[config.mk]
export PLATFORM = sky130hd
export DESIGN_NAME = ex_wb_buf
export DESIGN_NICKNAME = d
export VERILOG_FILES = /design/src/rtl/ex_wb_buf.sv
export SDC_FILE = /design/constraint.sdc
export NUM_CORES = 1
export LEC_CHECK = 0
export CORE_MARGIN = 1
export CORE_UTILIZATION = 40
export DETAILED_ROUTE_END_ITERATION = 8
export PLACE_DENSITY = 0.91
export SLEW_MARGIN = 20
export SYNTH_ARGS = -nofsm -noshare
export SYNTH_HDL_FRONTEND = slang
export SYNTH_SLANG_ARGS = --single-unit
[constraint.sdc]
create_clock -name clock -period 1.5 [get_ports clock]
set_input_delay 0.15 -clock clock [delete_from_list [all_inputs] [get_ports clock]]
set_output_delay 0.15 -clock clock [all_outputs]
set_load 0.01 [all_outputs]
[src/rtl/ex_wb_buf.sv]
// EX -> MEM/WB pipeline register: resolves control transfers from the ALU flags,
// registers the fetch redirect and squashes the wrong-path slots that follow it.
module ex_wb_buf #(
    parameter int DATA_W        = 32,
    parameter int REG_W         = 6,
    parameter int SQUASH_CYCLES = 2
) (
    input  logic              clock,
    input  logic              reset_n,
    input  logic              stall,
    input  logic              valid_ex,
    input  logic [1:0]        writeBackControl_ex,
    input  logic              regWrt_ex,
    input  logic              memRead_ex,
    input  logic              memWrite_ex,
    input  logic              branchZero_ex,
    input  logic              branchNeg_ex,
    input  logic              jump_ex,
    input  logic              jumpMem_ex,
    input  logic              zero_ex,
    input  logic              neg_ex,
    input  logic [DATA_W-1:0] alu_result_ex,
    input  logic [DATA_W-1:0] pc_plus_y_ex,
    input  logic [DATA_W-1:0] xrs_ex,
    input  logic [DATA_W-1:0] xrt_ex,
    input  logic [REG_W-1:0]  rd_ex,
    output logic              valid_wb,
    output logic              regWrt_wb,
    output logic              memRead_wb,
    output logic              memWrite_wb,
    output logic [1:0]        writeBackControl_wb,
    output logic [DATA_W-1:0] alu_result_wb,
    output logic [DATA_W-1:0] xrt_wb,
    output logic [REG_W-1:0]  rd_wb,
    output logic              redirect_wb,
    output logic [1:0]        pc_src_wb,
    output logic [DATA_W-1:0] target_wb,
    output logic              squash_active
);

    typedef enum logic {
        RUN    = 1'b0,
        SQUASH = 1'b1
    } state_t;

    localparam logic [2:0] SQ_LOAD = 3'(SQUASH_CYCLES);

    state_t             state, state_nxt;
    logic [2:0]         cnt, cnt_nxt;
    logic               live;
    logic               taken;
    logic [1:0]         pc_src_nxt;
    logic [DATA_W-1:0]  target_nxt;

    always_comb begin
        state_nxt  = state;
        cnt_nxt    = cnt;
        live       = (state == RUN) && valid_ex;
        taken      = live && (jumpMem_ex | jump_ex | (branchZero_ex & zero_ex) | (branchNeg_ex & neg_ex));
        pc_src_nxt = 2'd0;
        target_nxt = '0;

        // Memory-indirect outranks register jump, which outranks a branch.
        if (taken) begin
            if (jumpMem_ex) begin
                pc_src_nxt = 2'd3;
                target_nxt = alu_result_ex;
            end else if (jump_ex) begin
                pc_src_nxt = 2'd2;
                target_nxt = xrs_ex;
            end else begin
                pc_src_nxt = 2'd1;
                target_nxt = pc_plus_y_ex;
            end
        end

        case (state)
            RUN: begin
                if (taken && (SQ_LOAD != 3'd0)) begin
                    state_nxt = SQUASH;
                    cnt_nxt   = SQ_LOAD;
                end
            end
            SQUASH: begin
                // Counts cycles, not instructions; transfers seen here never reload.
                if (cnt <= 3'd1) begin
                    state_nxt = RUN;
                    cnt_nxt   = 3'd0;
                end else begin
                    cnt_nxt = cnt - 3'd1;
                end
            end
            default: begin
                state_nxt = RUN;
                cnt_nxt   = 3'd0;
            end
        endcase
    end

    always_ff @(posedge clock or negedge reset_n) begin
        if (!reset_n) begin
            state               <= RUN;
            cnt                 <= 3'd0;
            valid_wb            <= 1'b0;
            regWrt_wb           <= 1'b0;
            memRead_wb          <= 1'b0;
            memWrite_wb         <= 1'b0;
            writeBackControl_wb <= 2'd0;
            alu_result_wb       <= '0;
            xrt_wb              <= '0;
            rd_wb               <= '0;
            redirect_wb         <= 1'b0;
            pc_src_wb           <= 2'd0;
            target_wb           <= '0;
        end else if (!stall) begin
            state               <= state_nxt;
            cnt                 <= cnt_nxt;
            valid_wb            <= live;
            regWrt_wb           <= live & regWrt_ex;
            memRead_wb          <= live & memRead_ex;
            memWrite_wb         <= live & memWrite_ex;
            writeBackControl_wb <= writeBackControl_ex;
            alu_result_wb       <= alu_result_ex;
            xrt_wb              <= xrt_ex;
            rd_wb               <= rd_ex;
            redirect_wb         <= taken;
            pc_src_wb           <= pc_src_nxt;
            target_wb           <= target_nxt;
        end
    end

    assign squash_active = (state == SQUASH);

endmodule

==> impl_metrics.env, run 1 <==
export IMPL_p_clk_share_pct=39.9
export IMPL_startpoint_type="flop"
export IMPL_cts_tree="done"
export IMPL_ys_types=30
export IMPL_synth_warning_count=0
export IMPL_dr_pass1_iters=5
export IMPL_synth_top_cell_by_area="dfrtp_1"
export IMPL_worstMarginPinSlew_ps=429
export IMPL_cp_arrival_ps=1320
export IMPL_area_growth_pct=71.5
export IMPL_synthFlopType="dfrtp_1"
export IMPL_drtAntennaViolNets=0
export IMPL_drive_gt1_share_pct=20.0
export IMPL_cp_end_kind="primary output"
export IMPL_path_clk_slew_ps=60
export IMPL_critPathBufInv=1
export IMPL_p_leak_nw=4.19
export IMPL_dr_total_vias=4221
export IMPL_first_global_vias=4653
export IMPL_crit_start="alu_result_wb[30]"
export IMPL_tritoncts_num_buffers=17
export IMPL_dieArea_um2=12900
export IMPL_port_buffers=260
export IMPL_grt_antenna_before_repair=0
export IMPL_finalWeightedCongestion=0.752
export IMPL_yosys_cell_count_top_type="dfrtp_1"
export IMPL_grt_usage_pct=24.9
export IMPL_grt_ovfl_total=0
export IMPL_rows=40
export IMPL_r2r_end="cnt[2]"
export IMPL_fin_tns_setup_ps=0
export IMPL_grt_max_degree=65
export IMPL_insertion_delay_ps=410
export IMPL_worstRegToRegCells=5
export IMPL_crit_path_max_incr_delay_ps=540
export IMPL_swShare_pct=25.3
export IMPL_ir_drop_mv=0.668
export IMPL_max_cap_violations=0
export IMPL_diodes=0
export IMPL_cp_top_family="buffers and inverters"
export IMPL_start_util_pct=41.3
export IMPL_ys_ff_latch=115
export IMPL_grt_pass1_wl_um=24100
export IMPL_synth_net_count=527
export IMPL_netlist_instances=376
export IMPL_cts_num_sinks=115
export IMPL_hold_violations=0
export IMPL_die_w_um=114
export IMPL_min_period_ps=1470
export IMPL_worstHoldPathType="input port to async pin"
export IMPL_p_int_mw=7.49
export IMPL_synth_edf_count=0
export IMPL_wl_per_cell_um=18.7
export IMPL_multi_input_area_um2=1980
export IMPL_dp_hpwl_um=11200
export IMPL_cp_cell_sequence="clkdlybuf4s50_1"
export IMPL_slew_violations=0
export IMPL_fillerInstances=838
export IMPL_crit_slowest_cell="clkdlybuf4s50_1"
export IMPL_drtIter0Drc=186
export IMPL_crit_required_ps=1350
export IMPL_io_pins=261
export IMPL_clock_root_buffer="clkbuf_16"
export IMPL_cts_max_path_buffers=2
export IMPL_skew_ps=5.40
export IMPL_post_synth_main_area_contributors="dfrtp_1, mux2_2, mux2i_1"
export IMPL_ff2ff_setup_slack_ps=140
export IMPL_core_um2=12100
export IMPL_reg2reg_from="cnt[1]"
export IMPL_powerDensity_nw_per_um2=1170
export IMPL_seq_area_um2=2880
export IMPL_via_per_inst=5.07
export IMPL_synthArstFlopShare_pct=100
export IMPL_yosys_area_top_type_share_pct=57.6
export IMPL_comb_power_share_pct=23.1
export IMPL_yosysSeqAreaShare_pct=57.6
export IMPL_htreeDepth=4
export IMPL_setup_viol=0
export IMPL_stdcell_area_um2=8570
export IMPL_fin_crit_sh_pct=98.0
export IMPL_synthTopCellsByCount="dfrtp_1, mux2_2, a22o_1"
export IMPL_nNetsFinal=803
export IMPL_seq_power_share_pct=37.0
export IMPL_switchingPower_mw=2.54
export IMPL_die_y_um=114
export IMPL_drc=0
export IMPL_slew_limit_headroom_pct=71.3
export IMPL_worstPathMaxFanout=2
export IMPL_status="finished clean"
export IMPL_syn_cell_area_um2=5000
export IMPL_critical_path_class="flop to primary output"
export IMPL_wirelength_um=15600
export IMPL_max_clock_freq_ghz=0.680
export IMPL_placed_area_um2=7830
export IMPL_syn_area_per_cell_um2=13.3
layout make-up:
class                      count  area share [%]
clock buffer                  21            5.25
inverter                       3           0.131
timing repair buffer         283            34.0
multi-input combinational    232            23.1
sequential                   115            33.6
tap                          168            2.45
clock inverter                11            1.58
timing repair:
action / in CTS / in global routing
endpoints found under the hold margin: 98 / 0
setup buffers: 3 / 0
gates resized for setup: 14 / 36
hold buffers: 1 / 0
pin swaps: 0 / 0
setup endpoints to repair: 47 / 36
gates cloned: 1 / 0
worst max path at each step:
| stage | to | depth (start not counted) |
|---|---|---|
| floorplan | pc_src_wb[0] | 4 |
| CTS | target_wb[6] | 1 |
| finish | alu_result_wb[30] | 1 |
| detailed placement | target_wb[31] | 4 |
| global route | xrt_wb[25] | 1 |
| global placement | target_wb[9] | 4 |
cell usage in the layout, fill, tap and decap left out, types with 13 or more instances in the layout:
master,count
clkdlybuf4s50_1,207
dfrtp_1,115
mux2_2,72
a22o_1,36
dlymetal6s2s_1,36
nand2_1,35
o21ai_0,33
mux2i_1,32
buf_4,18
clkbuf_16,17
dlygate4sd2_1,13
power groups by stage:
stage | logic [mW] | clock network, mW | registers (mW)
after global placement | 2.21 | 0 | 3.72
after detailed placement | 2.31 | 0 | 3.76
after floorplan | 0.756 | 0 | 3.90
after CTS | 2.36 | 4.07 | 3.71
final | 2.32 | 4.01 | 3.71
after global routing | 2.48 | 4.22 | 3.75
routing by layer:
metal / track usage [%] / part of all wire [%]
met1: 27.1 / 37
met2: 44.6 / 52
met3: 6.91 / 7.0
met4: 12.6 / 3.6
met5: 0 / 0
sequential cells by signal, summed over array words and instances (netlist names):
name	cells
alu_result_wb	32
cnt	3
memRead_wb	1
memWrite_wb	1
pc_src_wb	2
rd_wb	6
redirect_wb	1
regWrt_wb	1
squash_active	1
target_wb	32
valid_wb	1
writeBackControl_wb	2
xrt_wb	32
metrics by stage:
stage	util [%]	cells	hold WS, ps	power (mW)	setup slack, ps
after floorplan	-	376	-146	4.65	133
after global placement	64.6	796	80.8	5.93	-424
after detailed placement	64.6	796	82.0	6.07	-484
after CTS	70.0	833	176	10.1	0.0383
after global routing	70.8	833	197	10.5	-8.66
final	70.8	833	177	10.0	29.3
logic make-up after synthesis:
family,share of synthesized area [%]
AND/OR/NAND/NOR,3.65
multiplexers,22.6
AO/OA/AOI/OAI,12.4
buffers and inverters,3.25
adder cells (fa/ha/maj),0.501
flip-flops,57.6
Power figures use the tool's default switching activity.
==> run 2: changes to the inputs <==
--- a/config.mk
+++ b/config.mk
@@ -8,6 +8,7 @@
 export CORE_MARGIN = 1
 export CORE_UTILIZATION = 40
 export DETAILED_ROUTE_END_ITERATION = 8
+export MAX_ROUTING_LAYER = met4
 export PLACE_DENSITY = 0.91
 export SLEW_MARGIN = 20
 export SYNTH_ARGS = -nofsm -noshare
==> constraint.sdc (replaced) <==
create_clock -name clock -period 1.5 [get_ports clock]
set_input_delay 0.15 -clock clock [delete_from_list [all_inputs] [get_ports clock]]
set_output_delay 0.15 -clock clock [all_outputs]
set_load 0.005 [all_outputs]
==> impl_metrics.env, run 2 (same netlist as run 1, synthesis figures left out) <==
export IMPL_status="finished clean"
export IMPL_worstHoldPathType="input port to async pin"
export IMPL_final_cell_mix="clkdlybuf4s50_1, dfrtp_1, mux2_2"
export IMPL_fillerInstances=846
export IMPL_placed_area_um2=7830
export IMPL_dr_total_vias=4214
export IMPL_path_clk_slew_ps=60
export IMPL_cts_tree="done"
export IMPL_drtIter0Drc=158
export IMPL_min_period_ps=1470
export IMPL_cp_cell_sequence="clkdlybuf4s50_1"
export IMPL_io_pins=261
export IMPL_startpoint_type="flop"
export IMPL_slew_limit_headroom_pct=71.0
export IMPL_max_cap_violations=0
export IMPL_insertion_delay_ps=410
export IMPL_die_y_um=114
export IMPL_crit_slowest_cell="clkdlybuf4s50_1"
export IMPL_drc=0
export IMPL_max_clock_freq_ghz=0.681
export IMPL_p_int_mw=7.57
export IMPL_seq_area_um2=2880
export IMPL_first_global_vias=4656
export IMPL_grt_pass1_wl_um=24200
export IMPL_switchingPower_mw=2.43
export IMPL_multi_input_area_um2=1980
export IMPL_crit_required_ps=1350
export IMPL_stdcell_area_um2=8530
export IMPL_grt_ovfl_total=0
export IMPL_critical_path_class="flop to primary output"
export IMPL_port_buffers=260
export IMPL_whs_ps=176
export IMPL_grt_max_degree=65
export IMPL_via_per_inst=5.05
export IMPL_cp_arrival_ps=1320
export IMPL_fin_crit_sh_pct=97.8
export IMPL_start_util_pct=41.3
export IMPL_powerDensity_nw_per_um2=1170
export IMPL_rows=40
export IMPL_swShare_pct=24.3
export IMPL_p_leak_nw=3.77
export IMPL_dp_hpwl_um=11200
export IMPL_grt_usage_pct=25.8
export IMPL_mostFrequentLayoutCell="clkdlybuf4s50_1"
export IMPL_seq_power_share_pct=37.2
export IMPL_diodes=0
export IMPL_cp_top_family="buffers and inverters"
export IMPL_grt_antenna_before_repair=0
export IMPL_wirelength_um=15600
export IMPL_comb_power_share_pct=22.8
export IMPL_critPathBufInv=1
export IMPL_wl_per_cell_um=18.7
export IMPL_fin_tns_setup_ps=0
export IMPL_ir_drop_mv=0.666
export IMPL_clock_root_buffer="clkbuf_16"
export IMPL_slew_violations=0
export IMPL_finalWeightedCongestion=0.762
export IMPL_drive_gt1_share_pct=20.2
export IMPL_crit_path_max_incr_delay_ps=550
export IMPL_area_growth_pct=70.6
export IMPL_dr_pass1_iters=4
export IMPL_drtAntennaViolNets=0
export IMPL_nNetsFinal=805
export IMPL_hold_violations=0
export IMPL_cts_max_path_buffers=2
export IMPL_htreeDepth=4
export IMPL_worstMarginPinSlew_ps=433
export IMPL_tritoncts_num_buffers=17
export IMPL_skew_ps=3.84
export IMPL_worstPathMaxFanout=2
export IMPL_cts_num_sinks=115
export IMPL_cp_end_kind="primary output"
export IMPL_layout_cells_non_filler=835
export IMPL_placedCellCount=796
export IMPL_setup_viol=0
export IMPL_core_um2=12100
export IMPL_dieArea_um2=12900
export IMPL_die_w_um=114
export IMPL_largestRegisters="alu_result_wb x32, target_wb x32, xrt_wb x32"
export IMPL_rsz0062_at_grt="false"
export IMPL_p_clk_share_pct=40.1
run 2: worst paths after layout:
check                               from  slack, ps  cells past startpoint             to
max reg2reg                squash_active         50                      5  target_wb[22]
max                        target_wb[28]         30                      1  target_wb[28]
min in group clock                 stall        260                      5   pc_src_wb[1]
min reg2reg                 pc_src_wb[1]        480                      2   pc_src_wb[1]
max in group asynchronous        reset_n        770                      3       rd_wb[4]
min                              reset_n        180                      2      regWrt_wb
run 2: per-stage QoR:
stage | util, % | total power [mW] | worst slack [ps]
after floorplan | - | 4.52 | 159
after global placement | 64.6 | 5.80 | -424
after detailed placement | 64.6 | 5.93 | -484
after CTS | 70.3 | 10.1 | 4.88
after global routing | 70.4 | 10.4 | 0.662
final | 70.4 | 10.0 | 32.6
run 2: layout make-up:
cell class | instances | share of cell area [%]
Timing Repair Buffer | 285 | 33.6
Inverter | 3 | 0.132
Tap cell | 168 | 2.46
Clock buffer | 21 | 5.28
Sequential cell | 115 | 33.7
Clock inverter | 11 | 1.58
Multi-Input combinational cell | 232 | 23.2
run 2: metal layers:
| metal | wire length [um] | track usage [%] | up-vias |
|---|---|---|---|
| li1 | - | - | 1925 |
| met1 | 6030 | 27.8 | 2049 |
| met2 | 8170 | 44.9 | 197 |
| met3 | 879 | 6.38 | 43 |
| met4 | 506 | 12.1 | 0 |
| met5 | 0 | - | - |
run 2: power by group through the flow:
stage                     Sequential, mW  Clock (mW)  Combinational (mW)
after floorplan                     3.76           0               0.757
after global placement              3.72           0                2.08
after detailed placement            3.76           0                2.17
after CTS                           3.71        4.07                2.29
after global routing                3.75        4.23                2.44
final                               3.72        4.01                2.28
run 2: timing repair:
item | 4_1_cts | 5_1_grt
setup endpoints to repair | 35 | 12
hold endpoints to repair | 98 | 0
pin swaps | 0 | 1
resized for setup | 3 | 5
setup buffers | 5 | 0
hold buffers | 1 | 0
gates cloned | 1 | 0
